## config.mk

```make
export PLATFORM = sky130hd
export DESIGN_NAME = bus_master_arbiter_flat
export DESIGN_NICKNAME = d
export VERILOG_FILES = /design/src/rtl/bus_master_arbiter_if.sv /design/src/rtl/bus_master_arbiter.sv /design/src/flat_wrapper.sv
export SDC_FILE = /design/constraint.sdc
export NUM_CORES = 1
export LEC_CHECK = 0
export ABC_AREA = 1
export CORE_AREA = 2 2 157 159
export CTS_CLUSTER_DIAMETER = 60
export DETAILED_ROUTE_END_ITERATION = 7
export DIE_AREA = 0 0 159 161
export GPL_ROUTABILITY_DRIVEN = 0
export HOLD_SLACK_MARGIN = 0.15
export PLACE_DENSITY = 0.68
export REMOVE_ABC_BUFFERS = 1
export SETUP_SLACK_MARGIN = 0.02
export SLEW_MARGIN = 20
export SYNTH_ARGS = -nofsm -noshare
export SYNTH_HDL_FRONTEND = slang
export SYNTH_SLANG_ARGS = --single-unit
```

## constraint.sdc

```tcl
create_clock -name clk -period 3.82 [get_ports clk]
set_clock_uncertainty 0.05 [all_clocks]
set_input_delay 0.764 -clock clk [delete_from_list [all_inputs] [get_ports clk]]
set_output_delay 0.764 -clock clk [all_outputs]
set_load 0.01 [all_outputs]
```

## src/rtl/bus_master_arbiter_if.sv

```systemverilog
// Signal bundle between the requesters / peripheral bus and the round-robin arbiter.
interface bus_master_arbiter_if #(
  parameter int NUM_MASTERS = 4,
  parameter int ADDR_W      = 32,
  parameter int DATA_W      = 32
);
  // Requester side
  logic [NUM_MASTERS-1:0]        req;
  logic [NUM_MASTERS-1:0]        reqWrite;
  logic [NUM_MASTERS*ADDR_W-1:0] reqAddr;
  logic [NUM_MASTERS*DATA_W-1:0] reqData;
  logic [NUM_MASTERS-1:0]        grant;
  logic [NUM_MASTERS-1:0]        done;
  logic [DATA_W-1:0]             rdata;
  logic                          err;
  // Peripheral bus side
  logic [ADDR_W-1:0]             address;
  logic [DATA_W-1:0]             dataIn;
  logic                          read;
  logic                          write;
  logic [DATA_W-1:0]             dataOut;
  logic                          busReady;

  // Arbiter view: owns the bus strobes and the per-master completion signals
  modport master (
    input  req, reqWrite, reqAddr, reqData, dataOut, busReady,
    output grant, done, rdata, err, address, dataIn, read, write
  );

  // Requesters plus peripheral view
  modport slave (
    output req, reqWrite, reqAddr, reqData, dataOut, busReady,
    input  grant, done, rdata, err, address, dataIn, read, write
  );
endinterface

```

## src/rtl/bus_master_arbiter.sv

```systemverilog
// Round-robin arbiter sharing one single-port peripheral bus between NUM_MASTERS
// requesters. The winner's command is latched, the strobe is held until busReady
// or a timeout, then a one-cycle done pulse (with err) goes back to the owner.
module bus_master_arbiter #(
  parameter int NUM_MASTERS = 4,
  parameter int ADDR_W      = 32,
  parameter int DATA_W      = 32,
  parameter int TIMEOUT     = 16
) (
  input  logic                 clk,
  input  logic                 reset,
  bus_master_arbiter_if.master bus
);
  localparam int IDX_W = $clog2(NUM_MASTERS);
  localparam int TMR_W = $clog2(TIMEOUT);
  localparam logic [IDX_W-1:0] LAST_IDX = IDX_W'(NUM_MASTERS - 1);
  localparam logic [IDX_W:0]   NM_EXT   = (IDX_W + 1)'(NUM_MASTERS);
  localparam logic [TMR_W-1:0] TMR_LAST = TMR_W'(TIMEOUT - 1);

  typedef enum logic [1:0] {
    ST_IDLE = 2'd0,
    ST_BUSY = 2'd1,
    ST_DONE = 2'd2
  } state_t;

  state_t                  r_state;
  logic [IDX_W-1:0]        r_ptr;
  logic [IDX_W-1:0]        r_owner;
  logic [TMR_W-1:0]        r_timer;
  logic                    r_dir;
  logic [NUM_MASTERS-1:0]  r_grant;
  logic [NUM_MASTERS-1:0]  r_done;
  logic [DATA_W-1:0]       r_rdata;
  logic                    r_err;
  logic [ADDR_W-1:0]       r_address;
  logic [DATA_W-1:0]       r_data_in;
  logic                    r_read;
  logic                    r_write;

  state_t                  w_state_nx;
  logic [IDX_W-1:0]        w_ptr_nx;
  logic [IDX_W-1:0]        w_owner_nx;
  logic [TMR_W-1:0]        w_timer_nx;
  logic                    w_dir_nx;
  logic [NUM_MASTERS-1:0]  w_grant_nx;
  logic [NUM_MASTERS-1:0]  w_done_nx;
  logic [DATA_W-1:0]       w_rdata_nx;
  logic                    w_err_nx;
  logic [ADDR_W-1:0]       w_address_nx;
  logic [DATA_W-1:0]       w_data_in_nx;
  logic                    w_read_nx;
  logic                    w_write_nx;

  logic [2*NUM_MASTERS-1:0] w_req_rot;
  logic                     w_win_found;
  logic [IDX_W-1:0]         w_win_off;
  logic [IDX_W:0]           w_win_sum;
  logic [IDX_W-1:0]         w_win_idx;
  logic [ADDR_W-1:0]        w_sel_addr;
  logic [DATA_W-1:0]        w_sel_data;
  logic                     w_sel_dir;

  // Rotate the request vector so bit 0 is the master at the pointer.
  assign w_req_rot = {bus.req, bus.req} >> r_ptr;

  // Find the first requester at or above the pointer, wrapping modulo NUM_MASTERS.
  always_comb begin
    w_win_found = 1'b0;
    w_win_off   = '0;
    for (int k = 0; k < NUM_MASTERS; k++) begin
      if (!w_win_found && w_req_rot[k]) begin
        w_win_found = 1'b1;
        w_win_off   = IDX_W'(k);
      end else begin
        w_win_found = w_win_found;
      end
    end
    w_win_sum = {1'b0, r_ptr} + {1'b0, w_win_off};
    if (w_win_sum >= NM_EXT) begin
      w_win_idx = IDX_W'(w_win_sum - NM_EXT);
    end else begin
      w_win_idx = IDX_W'(w_win_sum);
    end
  end

  // Pick the winning master's command fields out of the packed request buses.
  always_comb begin
    w_sel_addr = '0;
    w_sel_data = '0;
    w_sel_dir  = 1'b0;
    for (int k = 0; k < NUM_MASTERS; k++) begin
      if (w_win_idx == IDX_W'(k)) begin
        w_sel_addr = bus.reqAddr[k*ADDR_W +: ADDR_W];
        w_sel_data = bus.reqData[k*DATA_W +: DATA_W];
        w_sel_dir  = bus.reqWrite[k];
      end else begin
        w_sel_dir  = w_sel_dir;
      end
    end
  end

  // Next-state and next-output logic. IDLE with a nonzero grant is the
  // one-cycle "owner latched" step before the strobe rises.
  always_comb begin
    w_state_nx   = r_state;
    w_ptr_nx     = r_ptr;
    w_owner_nx   = r_owner;
    w_timer_nx   = r_timer;
    w_dir_nx     = r_dir;
    w_grant_nx   = r_grant;
    w_done_nx    = '0;
    w_rdata_nx   = r_rdata;
    w_err_nx     = r_err;
    w_address_nx = r_address;
    w_data_in_nx = r_data_in;
    w_read_nx    = r_read;
    w_write_nx   = r_write;
    case (r_state)
      ST_IDLE: begin
        if (r_grant != '0) begin
          w_read_nx  = ~r_dir;
          w_write_nx = r_dir;
          w_timer_nx = '0;
          w_state_nx = ST_BUSY;
        end else if (w_win_found) begin
          w_grant_nx   = {{(NUM_MASTERS-1){1'b0}}, 1'b1} << w_win_idx;
          w_owner_nx   = w_win_idx;
          w_address_nx = w_sel_addr;
          w_data_in_nx = w_sel_data;
          w_dir_nx     = w_sel_dir;
        end else begin
          w_state_nx = ST_IDLE;
        end
      end
      ST_BUSY: begin
        if (bus.busReady) begin
          if (r_read) begin
            w_rdata_nx = bus.dataOut;
          end else begin
            w_rdata_nx = r_rdata;
          end
          w_err_nx   = 1'b0;
          w_read_nx  = 1'b0;
          w_write_nx = 1'b0;
          w_done_nx  = r_grant;
          w_state_nx = ST_DONE;
        end else if (r_timer == TMR_LAST) begin
          w_err_nx   = 1'b1;
          w_read_nx  = 1'b0;
          w_write_nx = 1'b0;
          w_done_nx  = r_grant;
          w_state_nx = ST_DONE;
        end else begin
          w_timer_nx = r_timer + TMR_W'(1);
        end
      end
      ST_DONE: begin
        w_grant_nx = '0;
        if (r_owner == LAST_IDX) begin
          w_ptr_nx = '0;
        end else begin
          w_ptr_nx = r_owner + IDX_W'(1);
        end
        w_state_nx = ST_IDLE;
      end
      default: begin
        w_grant_nx = '0;
        w_read_nx  = 1'b0;
        w_write_nx = 1'b0;
        w_state_nx = ST_IDLE;
      end
    endcase
  end

  // State and output registers; reset drops strobes and grant immediately.
  always_ff @(posedge clk or posedge reset) begin
    if (reset) begin
      r_state   <= ST_IDLE;
      r_ptr     <= '0;
      r_owner   <= '0;
      r_timer   <= '0;
      r_dir     <= 1'b0;
      r_grant   <= '0;
      r_done    <= '0;
      r_rdata   <= '0;
      r_err     <= 1'b0;
      r_address <= '0;
      r_data_in <= '0;
      r_read    <= 1'b0;
      r_write   <= 1'b0;
    end else begin
      r_state   <= w_state_nx;
      r_ptr     <= w_ptr_nx;
      r_owner   <= w_owner_nx;
      r_timer   <= w_timer_nx;
      r_dir     <= w_dir_nx;
      r_grant   <= w_grant_nx;
      r_done    <= w_done_nx;
      r_rdata   <= w_rdata_nx;
      r_err     <= w_err_nx;
      r_address <= w_address_nx;
      r_data_in <= w_data_in_nx;
      r_read    <= w_read_nx;
      r_write   <= w_write_nx;
    end
  end

  assign bus.grant   = r_grant;
  assign bus.done    = r_done;
  assign bus.rdata   = r_rdata;
  assign bus.err     = r_err;
  assign bus.address = r_address;
  assign bus.dataIn  = r_data_in;
  assign bus.read    = r_read;
  assign bus.write   = r_write;
endmodule

```

## src/flat_wrapper.sv

```systemverilog
// flat-port wrapper written by rule: the top's interface ports become plain ports
module bus_master_arbiter_flat 
#(
  parameter int NUM_MASTERS = 4,
  parameter int ADDR_W      = 32,
  parameter int DATA_W      = 32,
  parameter int TIMEOUT     = 16
)
  (clk, reset, bus_req, bus_reqWrite, bus_reqAddr, bus_reqData, bus_dataOut, bus_busReady, bus_grant, bus_done, bus_rdata, bus_err, bus_address, bus_dataIn, bus_read, bus_write);
  bus_master_arbiter_if #(.NUM_MASTERS(NUM_MASTERS), .ADDR_W(ADDR_W), .DATA_W(DATA_W)) bus_i ();
  input  logic clk;
  input  logic reset;
  input wire logic [$bits(bus_i.req)-1:0] bus_req;
  input wire logic [$bits(bus_i.reqWrite)-1:0] bus_reqWrite;
  input wire logic [$bits(bus_i.reqAddr)-1:0] bus_reqAddr;
  input wire logic [$bits(bus_i.reqData)-1:0] bus_reqData;
  input wire logic [$bits(bus_i.dataOut)-1:0] bus_dataOut;
  input wire logic [$bits(bus_i.busReady)-1:0] bus_busReady;
  output wire logic [$bits(bus_i.grant)-1:0] bus_grant;
  output wire logic [$bits(bus_i.done)-1:0] bus_done;
  output wire logic [$bits(bus_i.rdata)-1:0] bus_rdata;
  output wire logic [$bits(bus_i.err)-1:0] bus_err;
  output wire logic [$bits(bus_i.address)-1:0] bus_address;
  output wire logic [$bits(bus_i.dataIn)-1:0] bus_dataIn;
  output wire logic [$bits(bus_i.read)-1:0] bus_read;
  output wire logic [$bits(bus_i.write)-1:0] bus_write;
  assign bus_i.req = bus_req;
  assign bus_i.reqWrite = bus_reqWrite;
  assign bus_i.reqAddr = bus_reqAddr;
  assign bus_i.reqData = bus_reqData;
  assign bus_i.dataOut = bus_dataOut;
  assign bus_i.busReady = bus_busReady;
  assign bus_grant = bus_i.grant;
  assign bus_done = bus_i.done;
  assign bus_rdata = bus_i.rdata;
  assign bus_err = bus_i.err;
  assign bus_address = bus_i.address;
  assign bus_dataIn = bus_i.dataIn;
  assign bus_read = bus_i.read;
  assign bus_write = bus_i.write;
  bus_master_arbiter #(.NUM_MASTERS(NUM_MASTERS), .ADDR_W(ADDR_W), .DATA_W(DATA_W), .TIMEOUT(TIMEOUT)) u_core (.clk(clk), .reset(reset), .bus(bus_i));
endmodule
```

# ---- After elaboration in Yosys (flattened, before gate mapping)
# Index checks and enable logic that the tools add are counted.
dict set report word_totals {
  out_inout_bits 107
  memories 0
  ramBits 0
  rom_bits 0
  register_bits 118
  latch_bits 0
}
dict set report op_classes {
  mul 0
  reduce_logical 18
  div 0
  magnitude_cmp 1
  n_eq_ne 14
  bitwise 4
  n_shift 2
  n_mux 44
  addsub 4
}
# operator n
set ops {}
lappend ops {{$mux 32} 8}
lappend ops {{$mux 4} 8}
lappend ops {{$mux 2} 8}
lappend ops {{$pmux 4 s2} 2}
lappend ops {{$mux 1} 15}
lappend ops {{$reduce_and 3->1} 4}
lappend ops {{$eq 2x2->1 const B} 4}
lappend ops {{$shr 8x2->4} 1}
lappend ops {{$ne 2x2->1 const B} 3}
lappend ops {{$pmux 1 s3} 2}
lappend ops {{$add 4x1->4 const B} 1}
lappend ops {{$eq 2x1->1 const B} 2}
lappend ops {{$eq 4x4->1 const B} 1}
lappend ops {{$logic_not 2->1} 2}
lappend ops {{$ne 2x1->1 const B} 2}
lappend ops {{$not 1->1} 4}
lappend ops {{$pmux 2 s2} 1}
lappend ops {{$reduce_and 2->1} 2}
lappend ops {{$reduce_and 4->1} 1}
lappend ops {{$reduce_bool 2->1} 2}
lappend ops {{$reduce_bool 4->1} 1}
lappend ops {{$shl 1x2->4 const A} 1}
lappend ops {{$add 2x2->3} 1}
lappend ops {{$ge 3x3->1 const B} 1}
lappend ops {{6 further kinds} 10}

# ---- Depth between registers and ports, before layout
# Gate-level depths: netlist of the first run.
dict set report logic_depth {
  word_depth 19
  depth_mapped 18
  depth_no_buf 16
}

# ---- Worst setup path before layout of the first run
# OpenSTA, ideal clock, no wires.
dict set report synth_path {
  kind {input port to flip-flop}
  from {input port bus_req[1]}
  to {register u_core.r_address[25] (netlist: u_core.bus.address[25])}
  setup_slack_ns 1.053
  setup_ns 0.118
  arrival_time_ns 2.599
  path_stages 13
  cell_sequence {nand2_1 > nand3_1 > nand2_1 > nand3_1 > a21boi_0 > ha_1 > clkbuf_1 > inv_1 > clkbuf_1 > clkbuf_1 > nand4_1 > nand4_1 > nand2_1}
}
dict set report synth_via {
  elab_chain_len 19
  elab_cells_between_ends 27
  cone_classes {2 x add/sub; 1 x order compare; 3 x eq/ne; 1 x shift; 12 x mux; 8 x reduce/logical}
}
# element line_no
set synth_lines {}
lappend synth_lines {{start: declaration} flat_wrapper.sv:13} ;# input wire logic [$bits(bus_i.req)-1:0] bus_req;
lappend synth_lines {{$shr 8x2->4 *} bus_master_arbiter.sv:64} ;# assign w_req_rot = {bus.req, bus.req} >> r_ptr;
lappend synth_lines {{$mux 1} bus_master_arbiter.sv:71} ;# if (!w_win_found && w_req_rot[k]) begin
lappend synth_lines {{$logic_not 1->1} bus_master_arbiter.sv:71}
lappend synth_lines {{$logic_and 1x1->1} bus_master_arbiter.sv:71}
lappend synth_lines {{$mux 1} bus_master_arbiter.sv:71}
lappend synth_lines {{$logic_not 1->1} bus_master_arbiter.sv:71}
lappend synth_lines {{$logic_and 1x1->1} bus_master_arbiter.sv:71}
lappend synth_lines {{$mux 1} bus_master_arbiter.sv:71}
lappend synth_lines {{[... 2 more ...]} -}
lappend synth_lines {{$mux 2 *} bus_master_arbiter.sv:71}
lappend synth_lines {{$add 2x2->3 *} bus_master_arbiter.sv:78} ;# w_win_sum = {1'b0, r_ptr} + {1'b0, w_win_off};
lappend synth_lines {{$ge 3x3->1 or $sub 2x1->2 (tied branches)} {bus_master_arbiter.sv:79, bus_master_arbiter.sv:80}}
lappend synth_lines {{$mux 2 *} bus_master_arbiter.sv:79} ;# if (w_win_sum >= NM_EXT) begin
lappend synth_lines {{net u_core.w_win_idx[0]} bus_master_arbiter.sv:58} ;# logic [IDX_W-1:0] w_win_idx;
lappend synth_lines {{$logic_not 2->1} bus_master_arbiter.sv:92} ;# if (w_win_idx == IDX_W'(k)) begin
lappend synth_lines {{$mux 32 (3 in series)} bus_master_arbiter.sv:92}
lappend synth_lines {{$mux 32 *} bus_master_arbiter.sv:92}
lappend synth_lines {{end signal: assignment} bus_master_arbiter.sv:201} ;# r_address <= w_address_nx;
lappend synth_lines {{end: declaration} bus_master_arbiter.sv:35} ;# logic [ADDR_W-1:0] r_address;
# The timed path passes the listed nets; every way through them passes the cells marked *.
# A chain may end at the register's enable or synchronous reset.

# ---- Final worst setup path of the first run
dict set report layout_path {
  from {input port bus_req[1]}
  to {register u_core.r_data_in[28] (netlist: u_core.bus.dataIn[28])}
}
dict set report layout_via {
  elab_chain_len 19
  elab_cells_between_ends 27
  cone_classes {2 x add/sub; 1 x order compare; 3 x eq/ne; 1 x shift; 12 x mux; 8 x reduce/logical}
}
# element line_no
set layout_lines {}
lappend layout_lines {{$shr 8x2->4 *} bus_master_arbiter.sv:64}
lappend layout_lines {{$mux 1} bus_master_arbiter.sv:71}
lappend layout_lines {{$logic_not 1->1} bus_master_arbiter.sv:71}
lappend layout_lines {{$logic_and 1x1->1} bus_master_arbiter.sv:71}
lappend layout_lines {{$mux 1} bus_master_arbiter.sv:71}
lappend layout_lines {{$logic_not 1->1} bus_master_arbiter.sv:71}
lappend layout_lines {{$logic_and 1x1->1} bus_master_arbiter.sv:71}
lappend layout_lines {{$mux 1} bus_master_arbiter.sv:71}
lappend layout_lines {{$logic_not 1->1} bus_master_arbiter.sv:71}
lappend layout_lines {{$logic_and 1x1->1} bus_master_arbiter.sv:71}
lappend layout_lines {{$mux 2} bus_master_arbiter.sv:71}
lappend layout_lines {{$add 2x2->3} bus_master_arbiter.sv:78}
lappend layout_lines {{$ge 3x3->1 or $sub 2x1->2 (tied branches)} {bus_master_arbiter.sv:79, bus_master_arbiter.sv:80}}
lappend layout_lines {{$mux 2} bus_master_arbiter.sv:79}
lappend layout_lines {{$logic_not 2->1} bus_master_arbiter.sv:92}
lappend layout_lines {{$mux 32 (4 in series)} bus_master_arbiter.sv:92}
lappend layout_lines {{end signal: assignment} bus_master_arbiter.sv:202} ;# r_data_in <= w_data_in_nx;
lappend layout_lines {{end: declaration} bus_master_arbiter.sv:36} ;# logic [DATA_W-1:0] r_data_in;
# Mark *: on every way between the ends. The rest lies on a longest branch, timed or not.

==> results of run 1 <==
[sequential cells by signal (all words and copies together) (netlist names)]
signal,flops
u_core.bus.address,32
u_core.bus.dataIn,32
u_core.bus.done,4
u_core.bus.err,1
u_core.bus.grant,4
u_core.bus.rdata,32
u_core.bus.read,1
u_core.bus.write,1
u_core.r_dir,1
u_core.r_owner,2
u_core.r_ptr,2
u_core.r_state,2
u_core.r_timer,4
[cells by family after synthesis]
logic type | after synthesis
flip-flops | 118
AND/OR/NAND/NOR | 605
AO/OA/AOI/OAI | 81
XOR/XNOR | 1
adder cells (fa/ha/maj) | 3
buffers and inverters | 205
multiplexers | 32
[Yosys cell counts, types with 2 or more instances]
library cell / count
a21oi_1: 4
buf_1: 9
buf_2: 27
buf_4: 6
buf_6: 18
clkbuf_1: 28
dfrtp_1: 118
ha_1: 3
inv_1: 113
inv_2: 3
mux2_2: 32
nand2_1: 308
nand2_2: 3
nand3_1: 77
nand3b_1: 63
nand4_1: 132
nor2_1: 15
o21ai_0: 57
o21ai_1: 16
o22ai_1: 2
[power by group through the flow]
stage | registers, W | logic (W) | clock network [W]
after floorplan | 0.00243 | 0.00426 | 0
after global placement | 0.00220 | 0.00861 | 0
after detailed placement | 0.00223 | 0.00875 | 0
after CTS | 0.00221 | 0.00878 | 0.00175
after global routing | 0.00229 | 0.00972 | 0.00180
final | 0.00221 | 0.00874 | 0.00170
[area by class of cell]
class	instances	share of cell area
Timing Repair Buffer	427	0.344
Clock buffer	17	0.0338
Inverter	117	0.0352
Clock inverter	15	0.0152
Multi-Input combinational cell	722	0.305
Sequential cell	118	0.235
Tap cell	324	0.0323
[how the worst min path moves through the flow]
stage / startpoint / end / slack [ns] / cells past startpoint
2_1_floorplan: u_core.r_dir$_DFFE_PP0P_ / u_core.r_dir$_DFFE_PP0P_ / 0.41 / 2
3_3_place_gp: u_core.bus.dataIn[25]$_DFFE_PP0P_ / u_core.bus.dataIn[25]$_DFFE_PP0P_ / 0.41 / 2
3_5_place_dp: u_core.bus.dataIn[25]$_DFFE_PP0P_ / u_core.bus.dataIn[25]$_DFFE_PP0P_ / 0.41 / 2
4_1_cts: u_core.bus.dataIn[25]$_DFFE_PP0P_ / u_core.bus.dataIn[25]$_DFFE_PP0P_ / 0.43 / 2
5_1_grt: u_core.bus.dataIn[24]$_DFFE_PP0P_ / u_core.bus.dataIn[24]$_DFFE_PP0P_ / 0.45 / 2
6_report: u_core.bus.dataIn[25]$_DFFE_PP0P_ / u_core.bus.dataIn[25]$_DFFE_PP0P_ / 0.43 / 2
[critical path: cells and delay by family]
family                   cells  cell delay, ns
AO/OA/AOI/OAI                2            0.38
XOR/XNOR                     1            0.19
adder cells (fa/ha/maj)      1            0.18
buffers and inverters        3            0.83
AND/OR/NAND/NOR              9            1.02
[stage by stage]
stage	util	worst slack (ns)	std cells	setup TNS, ns	area (um2)
floorplan	-	-3.03	957	-205.47	7190
global placement	0.499	0.310	1708	0	12000
detailed placement	0.499	0.226	1708	0	12000
CTS	0.525	0.672	1740	0	12600
global route	0.525	0.505	1740	0	12600
finish	0.525	0.673	1740	0	12600
[per-layer routing]
metal | wire length (um) | vias up | share of wire | GRT usage
met4 | 781 | 0 | 0.027 | 0.0872
met1 | 12100 | 4033 | 0.41 | 0.274
met5 | 0 | - | 0 | 0
li1 | - | 4216 | - | -
met3 | 2040 | 44 | 0.070 | 0.0601
met2 | 14200 | 367 | 0.49 | 0.380
==> results.md, run 1 <==
* Initial antenna violation count at 0
* Hold buffers post-CTS at 0
* Worst Setup EP: u_core.bus.dataIn[28]$_DFFE_PP0P_
* Buffers on Ports at 405
* Largest net degree at the start of global routing at about 130
* P_int at 0.00632 W
* Run status: finished, final reports clean
* Mux cell area share after synthesis at 0.0467
* Ys flop type: dfrtp_1
* Asr flop ratio synth at 1.00
* P&R area growth vs syn at 63.0%
* Sequential Power Share at 0.175
* Reg2reg setup slack at about 0.9 ns
* Worst path most repeated cell: nand2_1
* Post-synthesis compound-gate area fraction at 0.0535
* Period utilization at 0.824
* Largest family of logic cells by synthesized area: simple AND/OR/NAND/NOR gates
* CP Launch Point: bus_req[1]
* First-pass GRT wire length at 45.9 mm
* Die width at between 150 and 200 um
* Boundary Pins at 406
* Critical path type: in2reg
* Max Cap Violations at 0
* Leakage at between 5 and 6 nW
* Crit-path max cell delay at 0.44 ns
* Commonest non-fill, non-tap cell in the layout: clkdlybuf4s50_1
* WHS at about 0.43 ns
* Synth top area share at 0.383
* Fmax at 318 MHz
* Routed Antenna Nets at 0
* CP max FO at 28
* Post-CTS setup buffer count at 0
* Yosys warnings at 0
* Seq/Total Area, Yosys at 0.383
* Worst Reg-to-Reg Cells at 16
* Area leader, netlist: dfrtp_1
* Post-Synth Adder-Cell Area at 0.00487
* Clk pin slew, worst setup/hold paths at approximately 0.06 ns
* Layout cells sized above 1 at 0.0713
* Slowest library cell on the worst path: clkdlybuf4s50_1
* Final hold vios at 0
* PD cells at roughly 1000 nW/um2
* Initial DRC count at approximately 500
* Number of flops mapped to enable cells by yosys at 0
* Tmin final at 3.15 ns
* Worst r2r dst: u_core.bus.dataIn[28]$_DFFE_PP0P_
* Resized Gates After CTS at 0
* Register Area at 2950 um2
* Relative slew slack at 0.536
* Multi-input gate area at 3830 um2
* Clock Path Buffers at 2
* Commonest non-fill, non-tap cells in the layout: 405 x clkdlybuf4s50_1, 308 x nand2_1, 132 x nand4_1
* WP data arrival at ~3.4 ns
* Mapped cell area at 7710 um2
* Post-synthesis xor/xnor area fraction at 0.00114
* Post-DR wirelength/cell at roughly 17 um
* WL final at 29.1 mm
* Num rows at 57
* Clk_lat worst skew at roughly 0.41 ns
* Gr ovfl total at 0
* Logic pwr share at 0.690
* First-pass DRT Iterations at 5
* Via-per-instance ratio at about 5
* FF+latch count, synth at about 120
* Final setup viols at 0
* Crit start category: input port
* Worst slew pin tran at around 0.70 ns
* Sw frac at 0.501
* CTS tree: yes
* # diodes at 0
* Post-layout power at 0.0127 W
* Number of global-route vias before repair at between 8,000 and 9,000
* Synth top area cells: dfrtp_1 38%, nand2_1 15%, nand4_1 11%, nand3b_1 6.1%, inv_1 5.5%
* CP required at 4.07 ns
* Die ar. at 25,600 um2
* Total vias in the final route at between 8,000 and 9,000
* Net Sw Power at around 0.0063 W
* Core area at 24,000 um2
* DRC viols at 0
* Final nets at 1,705
* Critical path cell sequence: clkdlybuf4s50_1, nand2_1, nand3_1, nand2_1, nand3_1, a21boi_0, ha_4, xnor2_1, inv_1, nand2_4, nand2_4, buf_12, o21ai_0, nand3_1, nand2_1, nand2_1
* Clock sink count at around 120
* Slew Limit Fails at 0
* Initial core utilization at 0.322
* Simple-gate share of the synthesized area at 0.386
* Hpwl dp at 20.8 mm
* Filler Cells Inserted at 2,309
* Synthesized netlist cell count at 1,045
* Hold Crit Class: reg2reg
* Htree depth at 4
* RSZ-0062 raised after global routing: false
* Die Ht at 161 um
* Worst VDD drop at around 0.64 mV
* GRT Util Overall at 0.225
* Reg-to-reg startpoint: u_core.r_ptr[0]$_DFFE_PP0N_
* Clk root buf: clkbuf_16
* Clock power share at 0.135
* CTS Buf Count at 17
* Synthesized area per cell at ~7.4 um2
* Synth unique cells at 31
* Crit path capture type: register
Note: power is estimated with default switching activity, not from simulation.
==> inputs of run 2 (changes only) <==
--- a/config.mk
+++ b/config.mk
@@ -6,13 +6,13 @@
 export NUM_CORES = 1
 export LEC_CHECK = 0
 export ABC_AREA = 1
-export CORE_AREA = 2 2 157 159
+export CORE_AREA = 2 2 160 162
 export CTS_CLUSTER_DIAMETER = 60
 export DETAILED_ROUTE_END_ITERATION = 7
-export DIE_AREA = 0 0 159 161
+export DIE_AREA = 0 0 162 164
 export GPL_ROUTABILITY_DRIVEN = 0
 export HOLD_SLACK_MARGIN = 0.15
-export PLACE_DENSITY = 0.68
+export PLACE_DENSITY = 0.63
 export REMOVE_ABC_BUFFERS = 1
 export SETUP_SLACK_MARGIN = 0.02
 export SLEW_MARGIN = 20
==> constraint.sdc (replaced) <==
create_clock -name clk -period 2.9 [get_ports clk]
set_clock_uncertainty 0.05 [all_clocks]
set_input_delay 0.58 -clock clk [delete_from_list [all_inputs] [get_ports clk]]
set_output_delay 0.58 -clock clk [all_outputs]
set_load 0.01 [all_outputs]
==> run 2 against run 1 <==
Net effect: sequential share of layout area fell by 0.63 points; clock power increased by 41%; critical endpoint is now u_core.bus.address[12]$_DFFE_PP0P_; non-clock buffer count increased by 24; worst hold slack got worse by 0.0017 ns; count of clock-buffer cells in the layout rose by 2; register-to-register slack got worse by 0.60 ns; global-route usage down 0.77 points; via count hardly changed; sequential power grew 33%; first-iteration DRC count is 16% lower; sequential cell count unchanged.
==> results.md, run 2 (synthesis gave the netlist of run 1 again) <==
* Core Util, Final at 0.521 (-0.00392)
* Clk root buf: clkbuf_16
* Reg2reg setup slack at 0.30 ns (-0.60 ns)
* GRT Util Overall at 0.217 (-0.00770)
* DP Worst Slack at -0.173 ns (-0.400 ns)
* Max Cap Violations at 0 (unchanged)
* Worst r2r dst: u_core.bus.address[12]$_DFFE_PP0P_
* Die width at 162 um (+1.9%)
* Largest net degree at the start of global routing at 119 (-7.0%)
* Commonest non-fill, non-tap cells in the layout: 405 x clkdlybuf4s50_1, 308 x nand2_1, 132 x nand4_1
* Critical path type: in2reg
* Tmin final at ~2.7 ns
* RSZ-0062 raised after global routing: false
* Die Ht at 164 um (+1.9%)
* Num rows at 58 (+1.8%)
* Total vias in the final route at 8,653 (-0.081%)
* # diodes at 0 (unchanged)
* Clock sink count at 118 (unchanged)
* Initial core utilization at 0.311 (-0.0111)
* Resized Gates After CTS at 0 (unchanged)
* Fmax at 374 MHz
* Clock Path Buffers at 2 (unchanged)
* Routed Antenna Nets at 0 (unchanged)
* Hold Crit Class: reg2reg
* Final hold vios at 0 (unchanged)
* CP required at 3.14 ns (-0.93 ns)
* Boundary Pins at 406 (unchanged)
* Buffers on Ports at 405 (unchanged)
* WL final at 29.5 mm (+1.4%)
* Run status: finished, final reports clean
* Leakage at 6.00 nW (+3.0%)
* Worst slew pin tran at 0.685 ns (-0.0104 ns)
* Core area at 24,800 um2 (+3.6%)
* Worst Reg-to-Reg Cells at 17 (+1)
* DRC viols at 0 (unchanged)
* P&R area growth vs syn at 67.5%
* Number of global-route vias before repair at 8,409 (-0.58%)
* Worst VDD drop at 1.02 mV (+60%)
* Worst Setup EP: u_core.bus.address[12]$_DFFE_PP0P_
* M1 GR Usage at 0.258 (-0.0166)
* Most Crowded Layer GR: met2
* Relative slew slack at 0.543 (+0.00693)
* Post-DR wirelength/cell at 16.7 um (-0.36%)
* CTS tree: yes
* Gr ovfl total at 0 (unchanged)
* Crit path capture type: register
* Filler Cells Inserted at 2,428 (+5.2%)
* Initial DRC count at 427 (-16%)
* Die ar. at 26,600 um2 (+3.8%)
* Met3 usage at 0.0573 (-0.00277)
* PD cells at 1360 nW/um2 (+36%)
* Slew Limit Fails at 0 (unchanged)
* Clk pin slew, worst setup/hold paths at 0.06 ns (about the same)
* CP max FO at 43 (+54%)
* Final WS setup at 0.227 ns (-0.446 ns)
* First-pass DRT Iterations at 4 (-1)
* Reg-to-reg startpoint: u_core.r_ptr[0]$_DFFE_PP0N_
* Met2 usage at 0.378 (-0.00229)
* Hold buffers post-CTS at 0 (unchanged)
* Commonest non-fill, non-tap cell in the layout: clkdlybuf4s50_1
* Final setup viols at 0 (unchanged)
* Hpwl dp at 21.7 mm (+4.4%)
* Final nets at 1,729 (+1.4%)
* Period utilization at 0.922
* Post-CTS setup buffer count at 0 (unchanged)
* Htree depth at 4 (unchanged)
* Crit start category: input port
* WP data arrival at 2.91 ns (-0.49 ns)
* Via-per-instance ratio at 4.89 (-1.8%)
* Layout cells sized above 1 at 0.0868 (+0.0155)
* Post-layout power at 0.0176 W (+39%)
* CTS Buf Count at 17 (unchanged)
* Initial antenna violation count at 0 (unchanged)
* WHS at 0.423 ns (-0.00166 ns)
* First-pass GRT wire length at 45.1 mm (-1.8%)
* CP Launch Point: bus_req[0]
* Clk_lat worst skew at 0.41 ns (about the same)
[run 2: cell types whose count changed in the layout (fill, tap and decap cells not counted), sizes merged]
cell,before,now
buf,22,46
clkinv,4,7
clkbuf,17,19
clkinvlp,2,1
inv,123,117
bufinv,3,5
[run 2: metrics by stage]
stage,instances,TNS (ns),area (um2)
final,1770,0,12900
after CTS,1770,0,12900
after floorplan,957,-344.45,7190
after global placement,1738,-5.89,12300
after global routing,1770,0,12900
after detailed placement,1738,-7.46,12300
[run 2: worst min-delay path by stage]
stage | endpoint | slack [ns] | cells after the start | startpoint
3_5_place_dp | u_core.bus.dataIn[15]$_DFFE_PP0P_ | 0.41 | 2 | u_core.bus.dataIn[15]$_DFFE_PP0P_
4_1_cts | u_core.bus.dataIn[15]$_DFFE_PP0P_ | 0.43 | 2 | u_core.bus.dataIn[15]$_DFFE_PP0P_
6_report | u_core.bus.dataIn[20]$_DFFE_PP0P_ | 0.42 | 2 | u_core.bus.dataIn[20]$_DFFE_PP0P_
3_3_place_gp | u_core.bus.address[20]$_DFFE_PP0P_ | 0.41 | 2 | u_core.bus.address[20]$_DFFE_PP0P_
5_1_grt | u_core.bus.dataIn[7]$_DFFE_PP0P_ | 0.45 | 2 | u_core.bus.dataIn[7]$_DFFE_PP0P_
2_1_floorplan | u_core.r_dir$_DFFE_PP0P_ | 0.41 | 2 | u_core.r_dir$_DFFE_PP0P_
[run 2: layer usage]
layer | vias to the layer above | wire length (um) | part of all wire
met2 | 360 | 14400 | 0.49
met5 | - | 0 | 0
met1 | 3979 | 12000 | 0.41
li1 | 4265 | - | -
met3 | 49 | 2230 | 0.076
met4 | 0 | 809 | 0.027
[run 2: area by class of cell]
class	count	area, um2	share of cell area
inverters	117	444	0.0344
well taps	330	413	0.0320
repair buffers	451	4620	0.357
flip-flops and latches	118	2950	0.229
multi-input cells	722	3830	0.297
clock buffers	19	443	0.0343
clock inverters	13	219	0.0169
[run 2: where the power goes]
part / internal, W / total [W] / switching (W)
combinational: 0.00518 / 0.0123 / 0.00714
clock: 0.00156 / 0.00239 / 0.000826
sequential: 0.00248 / 0.00293 / 0.000445
total: 0.00922 / 0.0176 / 0.00841
[run 2: critical path, cell delays in order]
cell,delay [ns]
clkdlybuf4s50_1,0.42
nand2_1,0.11
nand3_1,0.09
nand2_1,0.10
nand3_1,0.06
a21boi_0,0.17
buf_4,0.15
ha_4,0.12
xnor2_1,0.11
buf_4,0.15
nand3_4,0.10
buf_4,0.19
buf_12,0.17
nand4_1,0.12
nand3_1,0.10
nand2_1,0.08
nand2_1,0.05
